File: src/rtl/oldland_memory.sv
// Data-memory stage for the Oldland pipeline: IDLE/BUS controller, lane steering and writeback.
// Optional OLDLAND_MEM_ALIGN_CHECK_EN rejects misaligned half/word accesses with a fault.
module oldland_memory (
    input  logic        clk,
    input  logic        rst,
    input  logic        mem_load,
    input  logic        mem_store,
    input  logic [1:0]  mem_width,
    input  logic [31:0] mar,
    input  logic [31:0] mdr,
    input  logic [31:0] wr_val,
    input  logic        wr_result,
    input  logic [3:0]  rd_sel,
    output logic [31:0] d_addr,
    output logic [3:0]  d_bytesel,
    output logic [31:0] d_wr_val,
    output logic        d_wr_en,
    output logic        d_access,
    input  logic [31:0] d_data,
    input  logic        d_ack,
    input  logic        d_error,
    output logic [31:0] wb_val,
    output logic        wb_en,
    output logic [3:0]  wb_rd_sel,
    output logic        busy,
    output logic        fault
);

    typedef enum logic {ST_IDLE = 1'b0, ST_BUS = 1'b1} state_t;

    state_t      r_state;
    state_t      w_next_state;

    logic [31:0] r_addr;
    logic [3:0]  r_bytesel;
    logic [31:0] r_wr_val;
    logic        r_wr_en;
    logic        r_access;
    logic        r_is_load;
    logic [1:0]  r_width;
    logic [1:0]  r_lane;
    logic [3:0]  r_rd_sel;
    logic        r_wr_result;
    logic [31:0] r_wb_val;
    logic        r_wb_en;
    logic [3:0]  r_wb_rd_sel;
    logic        r_fault;

    logic        w_req;
    logic        w_misaligned;
    logic        w_accept;
    logic [3:0]  w_bytesel;
    logic [31:0] w_store_data;
    logic [31:0] w_load_data;

    assign w_req = mem_load | mem_store;

`ifdef OLDLAND_MEM_ALIGN_CHECK_EN
    assign w_misaligned = ((mem_width == 2'b01) && mar[0]) ||
                          (((mem_width == 2'b00) || (mem_width == 2'b11)) && (mar[1:0] != 2'b00));
`else
    assign w_misaligned = 1'b0;
`endif

    assign w_accept = w_req & ~w_misaligned;

    always_ff @(posedge clk) begin
        if (rst) r_state <= ST_IDLE;
        else     r_state <= w_next_state;
    end

    always_comb begin
        w_next_state = r_state;
        case (r_state)
            ST_IDLE: if (w_accept) w_next_state = ST_BUS;
            ST_BUS:  if (d_ack)    w_next_state = ST_IDLE;
            default: w_next_state = ST_IDLE;
        endcase
    end

    // Store data is replicated so every enabled lane carries the right bytes.
    always_comb begin
        w_bytesel    = 4'b1111;
        w_store_data = mdr;
        case (mem_width)
            2'b01: begin
                w_bytesel    = mar[1] ? 4'b1100 : 4'b0011;
                w_store_data = {2{mdr[15:0]}};
            end
            2'b10: begin
                w_bytesel    = 4'b0001 << mar[1:0];
                w_store_data = {4{mdr[7:0]}};
            end
            default: ;
        endcase
    end

    always_comb begin
        w_load_data = d_data;
        case (r_width)
            2'b01: w_load_data = {16'h0000, r_lane[1] ? d_data[31:16] : d_data[15:0]};
            2'b10: begin
                case (r_lane)
                    2'b00:   w_load_data = {24'h000000, d_data[7:0]};
                    2'b01:   w_load_data = {24'h000000, d_data[15:8]};
                    2'b10:   w_load_data = {24'h000000, d_data[23:16]};
                    default: w_load_data = {24'h000000, d_data[31:24]};
                endcase
            end
            default: ;
        endcase
    end

    always_ff @(posedge clk) begin
        if (rst) begin
            r_addr      <= 32'h0;
            r_bytesel   <= 4'h0;
            r_wr_val    <= 32'h0;
            r_wr_en     <= 1'b0;
            r_access    <= 1'b0;
            r_is_load   <= 1'b0;
            r_width     <= 2'b00;
            r_lane      <= 2'b00;
            r_rd_sel    <= 4'h0;
            r_wr_result <= 1'b0;
            r_wb_val    <= 32'h0;
            r_wb_en     <= 1'b0;
            r_wb_rd_sel <= 4'h0;
            r_fault     <= 1'b0;
        end else begin
            r_fault <= 1'b0;
            case (r_state)
                ST_IDLE: begin
                    if (w_req) begin
                        r_wb_en <= 1'b0;
                        if (w_misaligned) begin
                            r_fault <= 1'b1;
                        end else begin
                            r_addr      <= {mar[31:2], 2'b00};
                            r_bytesel   <= w_bytesel;
                            r_wr_val    <= mem_store ? w_store_data : 32'h0;
                            r_wr_en     <= mem_store;
                            r_access    <= 1'b1;
                            r_is_load   <= mem_load;
                            r_width     <= mem_width;
                            r_lane      <= mar[1:0];
                            r_rd_sel    <= rd_sel;
                            r_wr_result <= wr_result;
                        end
                    end else begin
                        r_wb_val    <= wr_val;
                        r_wb_en     <= wr_result;
                        r_wb_rd_sel <= rd_sel;
                    end
                end
                ST_BUS: begin
                    r_wb_en <= 1'b0;
                    if (d_ack) begin
                        // Bus outputs drop to zero as soon as the controller is idle again.
                        r_addr    <= 32'h0;
                        r_bytesel <= 4'h0;
                        r_wr_val  <= 32'h0;
                        r_wr_en   <= 1'b0;
                        r_access  <= 1'b0;
                        if (d_error) begin
                            r_fault <= 1'b1;
                        end else if (r_is_load) begin
                            r_wb_en     <= r_wr_result;
                            r_wb_val    <= w_load_data;
                            r_wb_rd_sel <= r_rd_sel;
                        end
                    end
                end
                default: ;
            endcase
        end
    end

    assign d_addr    = r_addr;
    assign d_bytesel = r_bytesel;
    assign d_wr_val  = r_wr_val;
    assign d_wr_en   = r_wr_en;
    assign d_access  = r_access;
    assign wb_val    = r_wb_val;
    assign wb_en     = r_wb_en;
    assign wb_rd_sel = r_wb_rd_sel;
    assign busy      = (r_state != ST_IDLE);
    assign fault     = r_fault;

endmodule
File: config.mk
export PLATFORM = sky130hd
export DESIGN_NAME = oldland_memory
export DESIGN_NICKNAME = d
export VERILOG_FILES = /design/src/rtl/oldland_memory.sv
export SDC_FILE = /design/constraint.sdc
export NUM_CORES = 1
export LEC_CHECK = 0
export ABC_AREA = 1
export BUFFER_PORTS_ARGS = -buffer_cell sky130_fd_sc_hd__buf_2
export CORE_MARGIN = 1.5
export CORE_UTILIZATION = 47
export DETAILED_ROUTE_END_ITERATION = 7
export GPL_TIMING_DRIVEN = 0
export PLACE_DENSITY_LB_ADDON = 0.25
export SLEW_MARGIN = 20
export SYNTH_ARGS = -nofsm -noshare
export SYNTH_HDL_FRONTEND = slang
export SYNTH_SLANG_ARGS = --single-unit
File: constraint.sdc
create_clock -name clk -period 2 [get_ports clk]
set_input_delay 0.3 -clock clk [delete_from_list [all_inputs] [get_ports clk]]
set_output_delay 0.3 -clock clk [all_outputs]
set_load 0.05 [all_outputs]
==> results of run 1 <==
power groups by stage:
stage / Combinational, mW / Sequential [mW] / Clock (mW)
after global placement: 1.63 / 2.63 / 0
final: 1.67 / 2.59 / 3.02
after detailed placement: 1.64 / 2.63 / 0
after global routing: 1.80 / 2.61 / 3.15
after floorplan: 0.624 / 3.16 / 0
after CTS: 1.65 / 2.59 / 3.04
synthesized netlist by cell type (2+ instances only):
cell      count
nand4_1       3
ha_1          4
inv_2         4
a21oi_1      95
buf_6         3
buf_4         4
o211ai_1      8
nand3_1      48
o21ai_0      81
clkbuf_1     31
inv_1        56
a211oi_1      2
nand2_1     233
dfxtp_1     117
a31oi_1       2
buf_2        11
o211a_1       3
nor3_1        2
nor2_1       72
worst max-delay path, cell delays in order (launching register included):
cell and delay [ns]:
dfxtp_1 0.49, nand2_1 0.20, inv_2 0.12, nand3_1 0.07, nand2_1 0.31, inv_2 0.19
buf_2 0.22, nor2_1 0.14, nor2_1 0.06
placed cells by master, fill, tap and decap left out, types with 8 or more instances in the layout:
cell type	netlist	layout
clkbuf_1	31	31
a21oi_1	95	95
dfxtp_1	117	117
o21ai_0	81	81
buf_2	11	257
nand2_1	233	233
nor2_1	72	70
clkbuf_16	0	17
nand3_1	48	48
inv_1	56	56
o211ai_1	8	8
cells by family after synthesis:
family,after synthesis,synth area share
and+or+nand+nor,363,0.272
other,1,0.000706
adders and majority gates,4,0.00943
DFF,117,0.441
AOI/OAI and AO/OA,191,0.188
buffers and inverters,111,0.0884
worst max path at each step:
stage,slack (ns),from,cells after the start,endpoint
2_1_floorplan,0.24,busy$_SDFF_PP0_,8,wb_val[16]$_SDFFE_PP0P_
3_3_place_gp,0.17,mem_width[0],10,d_wr_val[9]$_SDFFE_PP0P_
3_5_place_dp,0.15,mem_width[0],10,d_wr_val[27]$_SDFFE_PP0P_
4_1_cts,0.16,busy$_SDFF_PP0_,8,wb_val[19]$_SDFFE_PP0P_
5_1_grt,0.004,r_width[0]$_SDFFE_PP0P_,8,wb_val[15]$_SDFFE_PP0P_
6_report,0.09,busy$_SDFF_PP0_,8,wb_val[16]$_SDFFE_PP0P_
state kept, by name, indices dropped and copies added (netlist names):
name	cells
r_lane	2
busy	1
wb_en	1
r_rd_sel	4
d_access	1
r_width	2
d_wr_val	32
wb_rd_sel	4
d_addr	30
r_is_load	1
d_bytesel	4
wb_val	32
fault	1
r_wr_result	1
d_wr_en	1
per-stage QoR:
stage          instances  worst slack (ns)  hold slack (ns)   util  power [mW]
2_1_floorplan        788             0.239            0.445      -        3.78
3_3_place_gp        1174             0.169            0.444  0.614        4.26
3_5_place_dp        1174             0.146            0.448  0.614        4.27
4_1_cts             1205             0.165            0.131  0.668        7.28
5_1_grt             1205           0.00355            0.131  0.669        7.56
6_report            1205            0.0879            0.135  0.669        7.27
final cells by class:
class                           count  area, sq um
Sequential cell                   117         2340
Multi-Input combinational cell    560         2510
Fill cell                        1041         3620
Tap cell                          140          175
Clock buffer                       18          439
Timing Repair Buffer              246         1230
Clock inverter                     13          150
Inverter                           60          225
Buffer                             51          244
what timing repair did:
item,in CTS,in global routing
resized for setup,0,2
hold buffers,0,0
setup endpoints to repair,0,2
routing by layer:
metal	global-route usage	share of wire	wire [um]
met4	0.0955	0.021	367
met2	0.461	0.46	8060
met1	0.375	0.42	7470
met3	0.0658	0.096	1680
met5	0	0	0
==> metrics.txt, run 1 <==
Fin. Hold Viols=0; clock group share of total power=0.415; die height=between 100 and 150 um; syn avg cell area=around 6.7 sq um; Yosys reg bits=around 120; vias in the first global route=roughly 5400; core box area=0.0109 sq mm; Ports=250; global-route wire length before repair=~26 mm; Final setup violation count=0; r2r worst-path depth=8; H-tree depth=4; Worst Path Max Fanout=10; Slew Viols, Final=0; hold path cells=3; crit path time final=1.91 ns; Synth area leaders=dfxtp_1, nand2_1, a21oi_1, o21ai_0, nor2_1; Starting Density=0.485; drt pass-1 iters=5; final WL=approximately 18 mm; P_int=a little under 5 mW; Yosys top cell by area=dfxtp_1; fraction of layout cells with a size suffix above 1=0.286; CTS tree=yes; hold path endpoint=d_addr[24]$_SDFFE_PP0P_; Crit. End Element=flip-flop; PwrDens=~1000 mW/mm^2; Avg Vias per Cell=roughly 5; nets=~1200; Comb pwr share=0.229; EDFF count, synth=0; HP Class=in2reg; Detailed Route Iter0 Violations=roughly 440; Setup Buffers After CTS=0; n_diodes=0; Crit Reg-Reg Endpoint=wb_val[16]$_SDFFE_PP0P_; clock root cell=clkbuf_16; largest net degree at the start of global routing=17; Final GP Congestion=between 0.8 and 0.9; crit share post-route=0.956; max-capacitance violation count=0; crit path launch type=flip-flop; CP Data Required Time=2.31 ns; worst r2r src=busy$_SDFF_PP0_; Final ANT Viol Nets=0; DR WL/cell=around 15 um; grt total ovfl=0; Finished Cell Area=~0.0073 sq mm; Post-Route Skew=0.0195 ns; area share of the largest cell type after synthesis=0.441; sw frac=0.335; synth warn=0; Clk pin slew, worst setup/hold paths=around 0.06 ns; Max Clock Freq=523 MHz; DP HPWL=between 10 and 15 mm; Clock Path Buffers=2; Lkg Pwr=approximately 3.8 nW; r2r setup slk=0.09 ns; Critical Setup Path Class=reg2reg; Worst slew margin=0.607; drc violations=0; Area Overhead vs Synth=37.8%; sequential area share after synthesis=0.441; row count=38; synth unique cells=27; register share of total power=0.356; setup TNS=0 ns; Clock Sinks=roughly 120; die area=between 0.01 and 0.015 sq mm; DIE WIDTH=approximately 110 um; Slew @ Worst Pin=~0.59 ns; Psw=2.43 mW; RSZ-0062 raised after global routing=no; GRT Util Overall=0.285; total number of vias=a little over 6000; ys async rst share=0; status=finished clean; DP Area=about 0.0067 sq mm; VDD IR max=roughly 0.56 mV; clk_lat worst skew=roughly 0.42 ns; input/output buffers=between 200 and 250; worst hold start=mar[24]; cell area after synthesis=~0.0053 sq mm; Num CTS Buffers=17; post-synthesis cell count=787; Main synth FF type=dfxtp_1; Critical Path AT=around 2.2 ns; initial antenna violation count=0
Note: power is estimated with default switching activity, not from simulation.
==> inputs of run 2 (changes only) <==
--- a/config.mk
+++ b/config.mk
@@ -9,6 +9,7 @@
 export BUFFER_PORTS_ARGS = -buffer_cell sky130_fd_sc_hd__buf_2
 export CORE_MARGIN = 1.5
 export CORE_UTILIZATION = 47
+export CTS_BUF_LIST = sky130_fd_sc_hd__clkbuf_16
 export DETAILED_ROUTE_END_ITERATION = 7
 export GPL_TIMING_DRIVEN = 0
 export PLACE_DENSITY_LB_ADDON = 0.25
==> constraint.sdc (replaced) <==
create_clock -name clk -period 2 [get_ports clk]
set_input_delay 0.1 -clock clk [delete_from_list [all_inputs] [get_ports clk]]
set_output_delay 0.1 -clock clk [all_outputs]
set_load 0.05 [all_outputs]
==> run 2 against run 1 <==
Compared with the run above: critical path depth stayed put; via count is 5.7% higher; critical path type unchanged; count of clock-buffer cells in the layout is 1 lower; clock power is 1% lower; register-to-register slack better by 0.02 ns; non-clock buffer count is 61 higher; first-iteration DRC count is 18% higher; die area stayed put; final area is 8.2% higher; core utilization is 5.5 points higher; worst hold slack worse by 0.13 ns; maximum frequency is 1.3% higher.
==> metrics.txt, run 2 (synthesis gave the netlist of run 1 again) <==
drc violations=0; critical path's largest stage delay=~0.48 ns; Avg Vias per Cell=between 5 and 6; status=finished clean; VDD IR max=0.571 mV; largest net degree at the start of global routing=17; Ports=250; PwrDens=around 930 mW/mm^2; Worst slew margin=0.611; DR WL/cell=between 10 and 15 um; input/output buffers=between 200 and 250; Critical Setup Path Class=reg2reg; die area=roughly 0.012 sq mm; Num CTS Buffers=17; Final Hold Slack=between 0.005 and 0.006 ns; nets=1259; clock group share of total power=0.405; HP Class=in2reg; crit path time final=1.89 ns; Lkg Pwr=roughly 4.1 nW; DP HPWL=13.2 mm; Clock Path Buffers=2; crit path launch type=flip-flop; core box area=between 0.01 and 0.015 sq mm; Area Overhead vs Synth=49.1%; commonest non-fill, non-tap cell in the layout=buf_2; final WL=between 15 and 20 mm; total number of vias=~6500; P_int=~5 mW; fill cell count=approximately 900; Max Clock Freq=roughly 530 MHz; grt total ovfl=0; Critical Path AT=2.19 ns; Psw=2.47 mW; fraction of layout cells with a size suffix above 1=0.270; Clk pin slew, worst setup/hold paths=about 0.060 ns; GRT Util Overall=0.307; Final GP Congestion=roughly 0.88; Clock Sinks=approximately 120; clock root cell=clkbuf_16; RSZ-0062 raised after global routing=no; Starting Density=0.485; setup TNS=0 ns; DIE WIDTH=approximately 110 um; CTS tree=yes; Slew Viols, Final=0; drt pass-1 iters=5; register share of total power=0.353; sw frac=0.336; CP Data Required Time=~2.3 ns; Worst Path Max Fanout=10; vias in the first global route=5996; Final setup violation count=0; Comb pwr share=0.242; clk_lat worst skew=roughly 0.42 ns; Crit. End Element=flip-flop; commonest cells after routing, fill and taps aside=buf_2, nand2_1, dfxtp_1, a21oi_1, o21ai_0; CP max stage cell=dfxtp_1; Fin. Hold Viols=0; Detailed Route Iter0 Violations=around 520; crit share post-route=0.944; H-tree depth=4; row count=38; initial antenna violation count=1; Post-Route Skew=roughly 0.015 ns; Final ANT Viol Nets=0; crit-path cells=nand2_1, inv_2, nand3_1, nand2_1, inv_2, buf_2, nor2_1, nor2_1; Slew @ Worst Pin=just under 0.6 ns; die height=between 100 and 150 um; max-capacitance violation count=0; global-route wire length before repair=between 20 and 30 mm
run 2: cell count changes in the layout (fill, tap and decap cells not counted):
cell / previous run / this run
dlygate4sd3_1: 0 / 61
clkbuf_8: 1 / 0
clkinv_1: 0 / 1
diode_2: 0 / 1
run 2: area by class of cell:
cell class                      count  area, sq um  share of cell area
Multi-Input combinational cell    560         2510               0.317
Sequential cell                   117         2340               0.296
Buffer                             51          244              0.0308
Clock buffer                       17          425              0.0537
Tap cell                          140          175              0.0221
Antenna cell                        1         2.50            0.000316
Inverter                           60          225              0.0284
Clock inverter                     14          154              0.0194
Timing Repair Buffer              307         1840               0.233
run 2: layer usage:
layer  vias to the layer above  global-route usage  routed length [um]
met5                         -                   0                   0
met4                         0               0.126                 469
met3                        43              0.0735                1790
met2                       330               0.507                8890
met1                      2970               0.383                7860
li1                       3203                   -                   -
run 2: worst paths after layout:
| kind | to | slack (ns) | from | cells after the start |
|---|---|---|---|---|
| max | wb_val[21]$_SDFFE_PP0P_ | 0.11 | busy$_SDFF_PP0_ | 8 |
| max reg2reg | wb_val[21]$_SDFFE_PP0P_ | 0.11 | busy$_SDFF_PP0_ | 8 |
| min reg2reg | d_addr[4]$_SDFFE_PP0P_ | 0.46 | d_addr[4]$_SDFFE_PP0P_ | 2 |
| min | r_rd_sel[2]$_SDFFE_PP0P_ | 0.005 | rd_sel[2] | 3 |
run 2: power by group through the flow:
stage               clock network, mW  registers (mW)  logic, mW
detailed placement                  0            2.63       1.64
finish                           2.98            2.59       1.78
floorplan                           0            3.16      0.624
global route                     3.11            2.61       1.91
global placement                    0            2.63       1.63
CTS                              3.00            2.59       1.74
run 2: worst max-delay path, delay by kind of cell (launching register included):
family                 cells  cell delay, ns
buffers and inverters      3            0.52
AND/OR/NAND/NOR            5            0.77
flip-flops                 1            0.48
run 2: timing repair:
item                       CTS  global route
setup endpoints to repair    0             2
resized for setup            0             2
buffers inserted             0             0
hold buffers                61             0
hold endpoints to repair    62             0
run 2: stage by stage:
| stage | setup slack (ns) | total power [mW] | util | instance area, sq um | instances |
|---|---|---|---|---|---|
| 5_1_grt | 0.00355 | 7.63 | 0.724 | 7920 | 1267 |
| 3_3_place_gp | 0.174 | 4.26 | 0.614 | 6720 | 1174 |
| 2_1_floorplan | 0.239 | 3.78 | - | 5310 | 788 |
| 3_5_place_dp | 0.158 | 4.27 | 0.614 | 6720 | 1174 |
| 4_1_cts | 0.165 | 7.33 | 0.723 | 7910 | 1266 |
| 6_report | 0.112 | 7.34 | 0.724 | 7920 | 1267 |
